### src/rtl/reg8_bank.sv
// reg8_bank: eight-entry register bank with acknowledged writes and a
// sequenced one-word-per-cycle clear, all words exposed in parallel.
`default_nettype none

module reg8_bank #(
  parameter int unsigned       WIDTH       = 16,
  parameter logic [WIDTH-1:0]  CLEAR_VALUE = '0
) (
  input  logic             clk,
  input  logic             reset,
  input  logic [WIDTH-1:0] in,
  input  logic [2:0]       address,
  input  logic             load,
  input  logic             clear_req,
  output logic [WIDTH-1:0] q0,
  output logic [WIDTH-1:0] q1,
  output logic [WIDTH-1:0] q2,
  output logic [WIDTH-1:0] q3,
  output logic [WIDTH-1:0] q4,
  output logic [WIDTH-1:0] q5,
  output logic [WIDTH-1:0] q6,
  output logic [WIDTH-1:0] q7,
  output logic             wr_ack,
  output logic             busy,
  output logic             clear_done
);

  typedef enum logic [0:0] {
    S_IDLE  = 1'b0,
    S_CLEAR = 1'b1
  } state_t;

  state_t           state_q, state_d;
  logic [2:0]       idx_q, idx_d;
  logic             wr_ack_q, wr_ack_d;
  logic             done_q, done_d;
  logic [WIDTH-1:0] words_q [8];

  logic             we;
  logic [2:0]       waddr;
  logic [WIDTH-1:0] wdata;

  always_comb begin
    state_d  = state_q;
    idx_d    = idx_q;
    wr_ack_d = 1'b0;
    done_d   = 1'b0;
    we       = 1'b0;
    waddr    = address;
    wdata    = in;
    case (state_q)
      S_IDLE: begin
        if (load) begin
          we       = 1'b1;
          wr_ack_d = 1'b1;
        end
        if (clear_req) begin
          state_d = S_CLEAR;
          idx_d   = 3'd0;
        end
      end
      S_CLEAR: begin
        // load and clear_req are deliberately ignored while clearing
        we    = 1'b1;
        waddr = idx_q;
        wdata = CLEAR_VALUE;
        idx_d = idx_q + 3'd1;
        if (idx_q == 3'd7) begin
          state_d = S_IDLE;
          done_d  = 1'b1;
        end
      end
      default: state_d = S_IDLE;
    endcase
  end

  always_ff @(posedge clk or posedge reset) begin
    if (reset) begin
      state_q  <= S_IDLE;
      idx_q    <= 3'd0;
      wr_ack_q <= 1'b0;
      done_q   <= 1'b0;
    end else begin
      state_q  <= state_d;
      idx_q    <= idx_d;
      wr_ack_q <= wr_ack_d;
      done_q   <= done_d;
    end
  end

  // Reset zeroes storage, independent of CLEAR_VALUE.
  always_ff @(posedge clk or posedge reset) begin
    if (reset) begin
      for (int i = 0; i < 8; i++) words_q[i] <= '0;
    end else if (we) begin
      words_q[waddr] <= wdata;
    end
  end

  assign q0         = words_q[0];
  assign q1         = words_q[1];
  assign q2         = words_q[2];
  assign q3         = words_q[3];
  assign q4         = words_q[4];
  assign q5         = words_q[5];
  assign q6         = words_q[6];
  assign q7         = words_q[7];
  assign wr_ack     = wr_ack_q;
  assign busy       = (state_q == S_CLEAR);
  assign clear_done = done_q;

endmodule

`default_nettype wire

### config.mk
export PLATFORM = sky130hd
export DESIGN_NAME = reg8_bank
export DESIGN_NICKNAME = d
export VERILOG_FILES = /design/src/rtl/reg8_bank.sv
export SDC_FILE = /design/constraint.sdc
export NUM_CORES = 1
export LEC_CHECK = 0
export BUFFER_PORTS_ARGS = -buffer_cell sky130_fd_sc_hd__buf_4
export CAP_MARGIN = 30
export CELL_PAD_IN_SITES_DETAIL_PLACEMENT = 0
export CELL_PAD_IN_SITES_GLOBAL_PLACEMENT = 1
export CORE_MARGIN = 3
export CORE_UTILIZATION = 36
export CTS_CLUSTER_DIAMETER = 40
export DETAILED_ROUTE_END_ITERATION = 8
export GPL_TIMING_DRIVEN = 1
export PLACE_DENSITY = 0.84
export SETUP_SLACK_MARGIN = 0.4
export SYNTH_ARGS = -nofsm -noshare
export SYNTH_HDL_FRONTEND = slang
export SYNTH_SLANG_ARGS = --single-unit
### constraint.sdc
create_clock -name clk -period 4.3 [get_ports clk]
set_input_delay 0.645 -clock clk [delete_from_list [all_inputs] [get_ports clk]]
set_output_delay 0.645 -clock clk [all_outputs]
set_load 0.1 [all_outputs]
[After elaboration in Yosys (flattened, before gate mapping)]
Cells that the tools add are included.
Word-level totals
  register bits after elaboration: 134
  input port bits: 23
Operators by class
  add/subtract/negate cells: 1
  order comparisons: 2
  eq/ne operators: 2
  multiplexer cells: 15
  bitwise logic cells: 2
  reductions and logical operators: 1
Operators with widths (number)
  $bwmux W128: 1
  $demux W16 S3: 1
  $mux W16: 2
  $mux W1: 6
  $mux W3: 2
  $pmux W3 S2: 1
  $ge A4 B4 Y1 const B: 1
  $lt A4 B1 Y1 const B: 1
  $not A3 Y4: 1
  $pmux W1 S2: 2
  $add A3 B1 Y3 const B: 1
  $eq A3 B3 Y1 const B: 1
  $ne A2 B2 Y1 const B: 1
  $logic_and A1 B1 Y1: 1
  $not A1 Y1: 1

[Longest topological paths before layout]
Gate-level depths: netlist of run 1.
  depth in word-level cells: 7
  mapped depth: 6
  gate-level depth less buffers: 4

[Worst setup path before layout of run 1]
No wires, ideal clock.
  kind: register to register
  from: register state_q (netlist: busy)
  to: register words_q, in the netlist q0[0]
  setup time: 0.079 ns
  arrival time: 2.010 ns
  required time: 4.221 ns
  setup slack: 2.211 ns
  cell stages (with the launch flop): 7
  period minus slack after synthesis: 2.089 ns
  cells stage by stage: dfrtp_1 buf_6 nor4b_2 and2b_1 buf_4 buf_6 mux2i_1
On the way
  word-level cells in the longest chain between the ends: 7
  elaborated cells on any way between the ends: 11
RTL lines
  start, declared: line 33  | state_t state_q, state_d;
  start signal, assigned: line 84  | state_q <= state_d;
  $mux W3: line 51  | case (state_q)
  $not A3 Y4 (implied by the code): line 96  | words_q[waddr] <= wdata;
  $ge A4 B4 Y1 (implied by the code) / $lt A4 B1 Y1 (equally long branches): line 96
  $logic_and A1 B1 Y1 (implied by the code): line 96
  $mux W16 (implied by the code): line 96
  $demux W16 S3: line 96
  $bwmux W128: line 96
  end signal, assigned by index: line 96
  end, declared: line 37  | logic [WIDTH-1:0] words_q [8];
Parallel ways exist; a longest one is shown, timed or not.
A chain may end at the register's enable or synchronous reset.

[Worst setup path after layout of run 1]
  from: register state_q (netlist: busy)
  to: register words_q, in the netlist q4[1]
Same word-level chain as after synthesis.

==> flow_summary.yaml, run 1 <==
critical_path:
  path_cells: "and4bb_2 > and2b_1 > mux2i_1"
  crit_buf_inv: 0
  worst-path-stages: 3
  arrival_ns: 2.81
  crit_slowest_cell: "and2b_1"
  worstSetupPathType: "reg -> reg"
  max_stage_delay_ns: 0.74
  cp_top_family: "simple AND/OR/NAND/NOR gates"
  endpoint_kind: "flip-flop"
  crit_fanout: 24
  cp-start-kind: "flip-flop"
  r2r_cells: 3
  required_ns: 4.63
logic_synthesis:
  postSynthCellCount: 515
  synth.net_count: 540
  ys_ff_latch: 134
  avgSynthCellArea_sq_um: 11.1
  netlist_area_sq_um: 5710
  ys_types: 34
  ys_seq_area_frac: 0.588
  yosys_warnings: 0
final_layout:
  layout.cells.non_filler: 877
  area_delta_synth_final_pct: 32.4
  final_common_cell: "buf_4"
  diodes: 0
  most-common-layout-cells: "buf_4, dfrtp_1, nand2_1"
  drive_gt1_frac: 0.293
  stdcell_area_sq_um: 7560
  num-fill-cells: 1430
  final_net_count: 678
placement:
  dpl.hpwl_um: 11600
  dp_cells: 845
  port_buffers: 153
  gp_congestion: 0.806
  dpl-instance-area_sq_um: 6960
drt:
  wl_per_cell_um: 19.0
  dr.first_iter.drc_count: 251
  route.detailed.drc: 0
  via_per_inst: 5.06
  vias: 4436
  ant_nets: 0
  postRouteWirelength_um: 16700
  drtPass1Iterations: 5
clocking:
  cts_buffers: 17
  cts.clk_slew.worst_paths_ns: 0.06
  ctsHoldBuffers: 0
  cts_resized: 0
  ctsHtreeMaxLevel: 4
  post_cts_buffers: 0
  cts_max_path_buffers: 2
  cts_tree: "built"
  root_buffer: "clkbuf_16"
  insertion_delay_ns: 0.42
  cts.sinks: 134
timing:
  fmax_mhz: 404
  rsz0062_at_grt: "false"
  relSlewSlack: 0.351
  hold-worst-slack_ns: 0.440
  slew_violations: 0
  fin_skew_ns: 0.00742
  min_period_over_period: 0.575
  worst_pin_slew_ns: 0.973
  period_minus_slack_ns: 2.47
  fin_tns_setup_ns: 0
  hold_viol: 0
  setup_viol: 0
worst_hold_path:
  holdPathStages: 2
  hp-class: "in -> reg"
floorplanning:
  pin_count: 154
  core_area_sq_um: 15400
  start_util: 0.371
  floorplan.die.height_um: 132
  rows: 45
  die_x_um: 132
  die_area_sq_um: 17400
global_route:
  grt_pass1_vias: 4545
  grt_max_degree: 135
  grt_pass1_wl_um: 25900
  gr-total-overflow: 0
  grt.total_usage: 0.193
  antenna_found_initial: 0
run:
  cap_violations: 0
run_status:
  outcome: "complete, no violations"
## cells by family after synthesis
| logic type | after synthesis | synth area share |
|---|---|---|
| AND/OR/NAND/NOR | 190 | 0.155 |
| flip-flops | 134 | 0.588 |
| multiplexers | 95 | 0.167 |
| buffers and inverters | 56 | 0.0515 |
| AO/OA/AOI/OAI | 38 | 0.0351 |
| adder cells (fa/ha/maj) | 2 | 0.00438 |
## final cells by class
cell class                 instances  area [sq um]  area share
inverter                          19          75.1     0.00993
multi-input combinational        325          2070       0.275
clock buffer                      19           453      0.0599
sequential                       134          3350       0.444
clock inverter                    13           146      0.0194
timing repair buffer             156          1190       0.158
tap                              211           264      0.0349
## synth_stat cells
| cell | number | area [sq um] |
|---|---|---|
| o21ai_0 | 34 | 170 |
| clkbuf_1 | 16 | 60.1 |
| and4bb_2 | 1 | 12.5 |
| ha_1 | 2 | 25.0 |
| inv_1 | 19 | 71.3 |
| nand2b_1 | 2 | 12.5 |
| buf_6 | 6 | 67.6 |
| mux2i_1 | 94 | 941 |
| and2b_1 | 3 | 22.5 |
| nand4_2 | 1 | 12.5 |
| nand2_2 | 1 | 6.26 |
| clkbuf_2 | 2 | 10.0 |
| nor4b_2 | 1 | 15.0 |
| and2_0 | 1 | 6.26 |
| or4b_1 | 1 | 10.0 |
| or3b_1 | 1 | 8.76 |
| and4b_1 | 1 | 10.0 |
| mux2_2 | 1 | 11.3 |
| nor2_1 | 3 | 11.3 |
| nand4b_1 | 3 | 26.3 |
| nand3_1 | 32 | 160 |
| nor4bb_1 | 1 | 10.0 |
| buf_2 | 8 | 40.0 |
| buf_8 | 1 | 15.0 |
| and3_1 | 2 | 12.5 |
| nor2b_1 | 2 | 12.5 |
| buf_4 | 4 | 30.0 |
| nand4bb_1 | 3 | 33.8 |
| a21oi_1 | 2 | 10.0 |
| and2_1 | 2 | 12.5 |
| a221o_1 | 2 | 20.0 |
| dfrtp_1 | 134 | 3350 |
| nand4_1 | 1 | 6.26 |
| nand2_1 | 128 | 480 |
## worst paths after layout
path / from / to / slack, ns
worst min register to register: q2[9] / q2[9] / 0.53
max in group asynchronous: reset / q1[13] / 3.35
worst max-delay path: busy / q4[1] / 1.83
min in group asynchronous: reset / q2[7] / 0.45
worst min-delay path: clear_req / idx_q[2] / 0.44
worst max register to register: busy / q4[1] / 1.83
## worst register-to-register path, stage by stage (launching register included)
cell and delay (ns):
dfrtp_1 0.64, and4bb_2 0.72, and2b_1 0.75, mux2i_1 0.28
## registers in the layout, summed over array words and instances (netlist names), 3 cells and up
register / flops
q0: 16
q1: 16
q2: 16
q3: 16
q4: 16
q5: 16
q6: 16
q7: 16
idx_q: 3
## metrics by stage
stage | setup WS [ns] | util
6_report | 1.83 | 0.492
5_1_grt | 1.66 | 0.492
4_1_cts | 1.84 | 0.492
3_5_place_dp | 1.81 | 0.453
3_3_place_gp | 1.91 | 0.452
2_1_floorplan | 1.99 | -
## per-layer routing
| metal | global-route usage | vias to the layer above | wire [um] |
|---|---|---|---|
| li1 | - | 1994 | - |
| met1 | 0.249 | 2269 | 7210 |
| met2 | 0.319 | 152 | 8280 |
| met3 | 0.0538 | 21 | 976 |
| met4 | 0.0531 | 0 | 216 |
| met5 | 0 | - | 0 |
Power of run 1 is left out: the tool's default activity adds up to more than one toggle a clock period on the data nets, which glitch-free logic cannot reach.
==> run 2, diff against run 1 <==
--- a/config.mk
+++ b/config.mk
@@ -10,11 +10,11 @@
 export CELL_PAD_IN_SITES_DETAIL_PLACEMENT = 0
 export CELL_PAD_IN_SITES_GLOBAL_PLACEMENT = 1
 export CORE_MARGIN = 3
-export CORE_UTILIZATION = 36
+export CORE_UTILIZATION = 40
 export CTS_CLUSTER_DIAMETER = 40
 export DETAILED_ROUTE_END_ITERATION = 8
 export GPL_TIMING_DRIVEN = 1
-export PLACE_DENSITY = 0.84
+export PLACE_DENSITY = 0.88
 export SETUP_SLACK_MARGIN = 0.4
 export SYNTH_ARGS = -nofsm -noshare
 export SYNTH_HDL_FRONTEND = slang
==> constraint.sdc (replaced) <==
create_clock -name clk -period 2.34 [get_ports clk]
set_input_delay 0.351 -clock clk [delete_from_list [all_inputs] [get_ports clk]]
set_output_delay 0.351 -clock clk [all_outputs]
set_load 0.1 [all_outputs]
==> run 2 against run 1 <==
Final cell count fell by 1.9%. Flip-flop and latch count did not move. Routed wire length fell by 2.2%. First-iteration DRC count rose by 49%. Register-to-register slack got worse by 1.3 ns. Critical path type unchanged. Critical endpoint is now q0[2]. Highest routed layer unchanged.
==> flow_summary.yaml, run 2 (synthesis gave the netlist of run 1 again) <==
critical_path:
  r2r_cells: 5
  required_ns: 2.66
  r2r_start: "busy"
  path_cells: "buf_4 > nor4b_2 > and2b_1 > buf_6 > mux2i_1"
  worstSetupPathType: "reg -> reg"
  cp-start-kind: "flip-flop"
  arrival_ns: 2.15
  cp_top_family: "simple AND/OR/NAND/NOR gates"
  crit_fanout: 16
  max_stage_delay_ns: 0.49
  r2r_end: "q0[2]"
  endpoint_kind: "flip-flop"
  worst-path-stages: 5
  crit_end: "q0[2]"
  crit_start: "busy"
  r2r_slack_ns: 0.52
  crit_slowest_cell: "dfrtp_2"
  crit_buf_inv: 2
clocking:
  cts_tree: "built"
  cts_buffers: 17
  root_buffer: "clkbuf_16"
  insertion_delay_ns: 0.41
  ctsHoldBuffers: 0
  post_cts_buffers: 0
  cts.clk_slew.worst_paths_ns: 0.06
  cts.sinks: 134
  ctsHtreeMaxLevel: 4
  cts_max_path_buffers: 2
floorplanning:
  rows: 43
  start_util: 0.410
  die_area_sq_um: 15700
  floorplan.die.height_um: 125
  pin_count: 154
  die_x_um: 125
  core_area_sq_um: 13900
global_route:
  grt_pass1_wl_um: 25700
  grt_max_degree: 135
  gr-total-overflow: 0
  grt_pass1_vias: 4613
  grt.total_usage: 0.208
  antenna_found_initial: 0
timing:
  fin_skew_ns: 0.0125
  fmax_mhz: 548
  period_minus_slack_ns: 1.82
  relSlewSlack: 0.529
  hold_viol: 0
  min_period_over_period: 0.780
  worst_pin_slew_ns: 0.707
  slew_violations: 0
  fin_tns_setup_ns: 0
  setup_viol: 0
  rsz0062_at_grt: "true"
worst_hold_path:
  hp-class: "in -> async"
placement:
  dpl.hpwl_um: 11500
  gp_congestion: 0.817
  port_buffers: 153
drt:
  drtPass1Iterations: 4
  dr.first_iter.drc_count: 374
  vias: 4483
  ant_nets: 0
  via_per_inst: 5.21
  wl_per_cell_um: 19.0
  route.detailed.drc: 0
  postRouteWirelength_um: 16300
final_layout:
  final_net_count: 692
  most-common-layout-cells: "buf_4, dfrtp_1, nand2_1"
  area_delta_synth_final_pct: 33.7
  drive_gt1_frac: 0.312
  diodes: 0
  final_common_cell: "buf_4"
run:
  cap_violations: 0
run_status:
  outcome: "complete, no violations"
[run 2: tightest hold or removal path, stage by stage]
cell and delay [ns]:
buf_4 0.12, clkinvlp_4 0.07, buf_12 0.51
[run 2: how the worst min path moves through the flow]
stage,startpoint,end,slack (ns)
2_1_floorplan,clear_req,idx_q[1],0.46
3_3_place_gp,q2[4],q2[4],0.51
3_5_place_dp,q4[0],q4[0],0.52
4_1_cts,clear_req,idx_q[2],0.15
5_1_grt,clear_req,idx_q[2],0.18
6_report,reset,q0[14],0.16
[run 2: metal layers]
layer,track usage,part of all wire
met3,0.0611,0.070
met2,0.322,0.48
met4,0.0663,0.014
met5,0,0
met1,0.284,0.44
[run 2: area by class of cell]
class,instances,area (sq um)
clock buffer,18,439
clock inverter,14,151
fill,1203,6300
inverter,19,75.1
multi-input combinational,325,2090
sequential,134,3350
tap,180,225
timing repair buffer,170,1300
[run 2: timing repair]
action / 4_1_cts / 5_1_grt
setup endpoints to repair: 20 / 61
cloned: 0 / 0
pin swaps: 0 / 0
resized for setup: 3 / 3
[run 2: metrics by stage]
stage | util | setup WS (ns) | std cells | hold slack, ns | area, sq um
after floorplan | - | 0.251 | 515 | 0.458 | 5710
after CTS | 0.547 | 0.414 | 860 | 0.150 | 7620
after global placement | 0.504 | 0.447 | 828 | 0.514 | 7020
after global routing | 0.548 | 0.366 | 860 | 0.180 | 7630
final | 0.548 | 0.515 | 860 | 0.158 | 7630
after detailed placement | 0.504 | 0.371 | 828 | 0.516 | 7020
Power of run 2 is left out for the same reason.
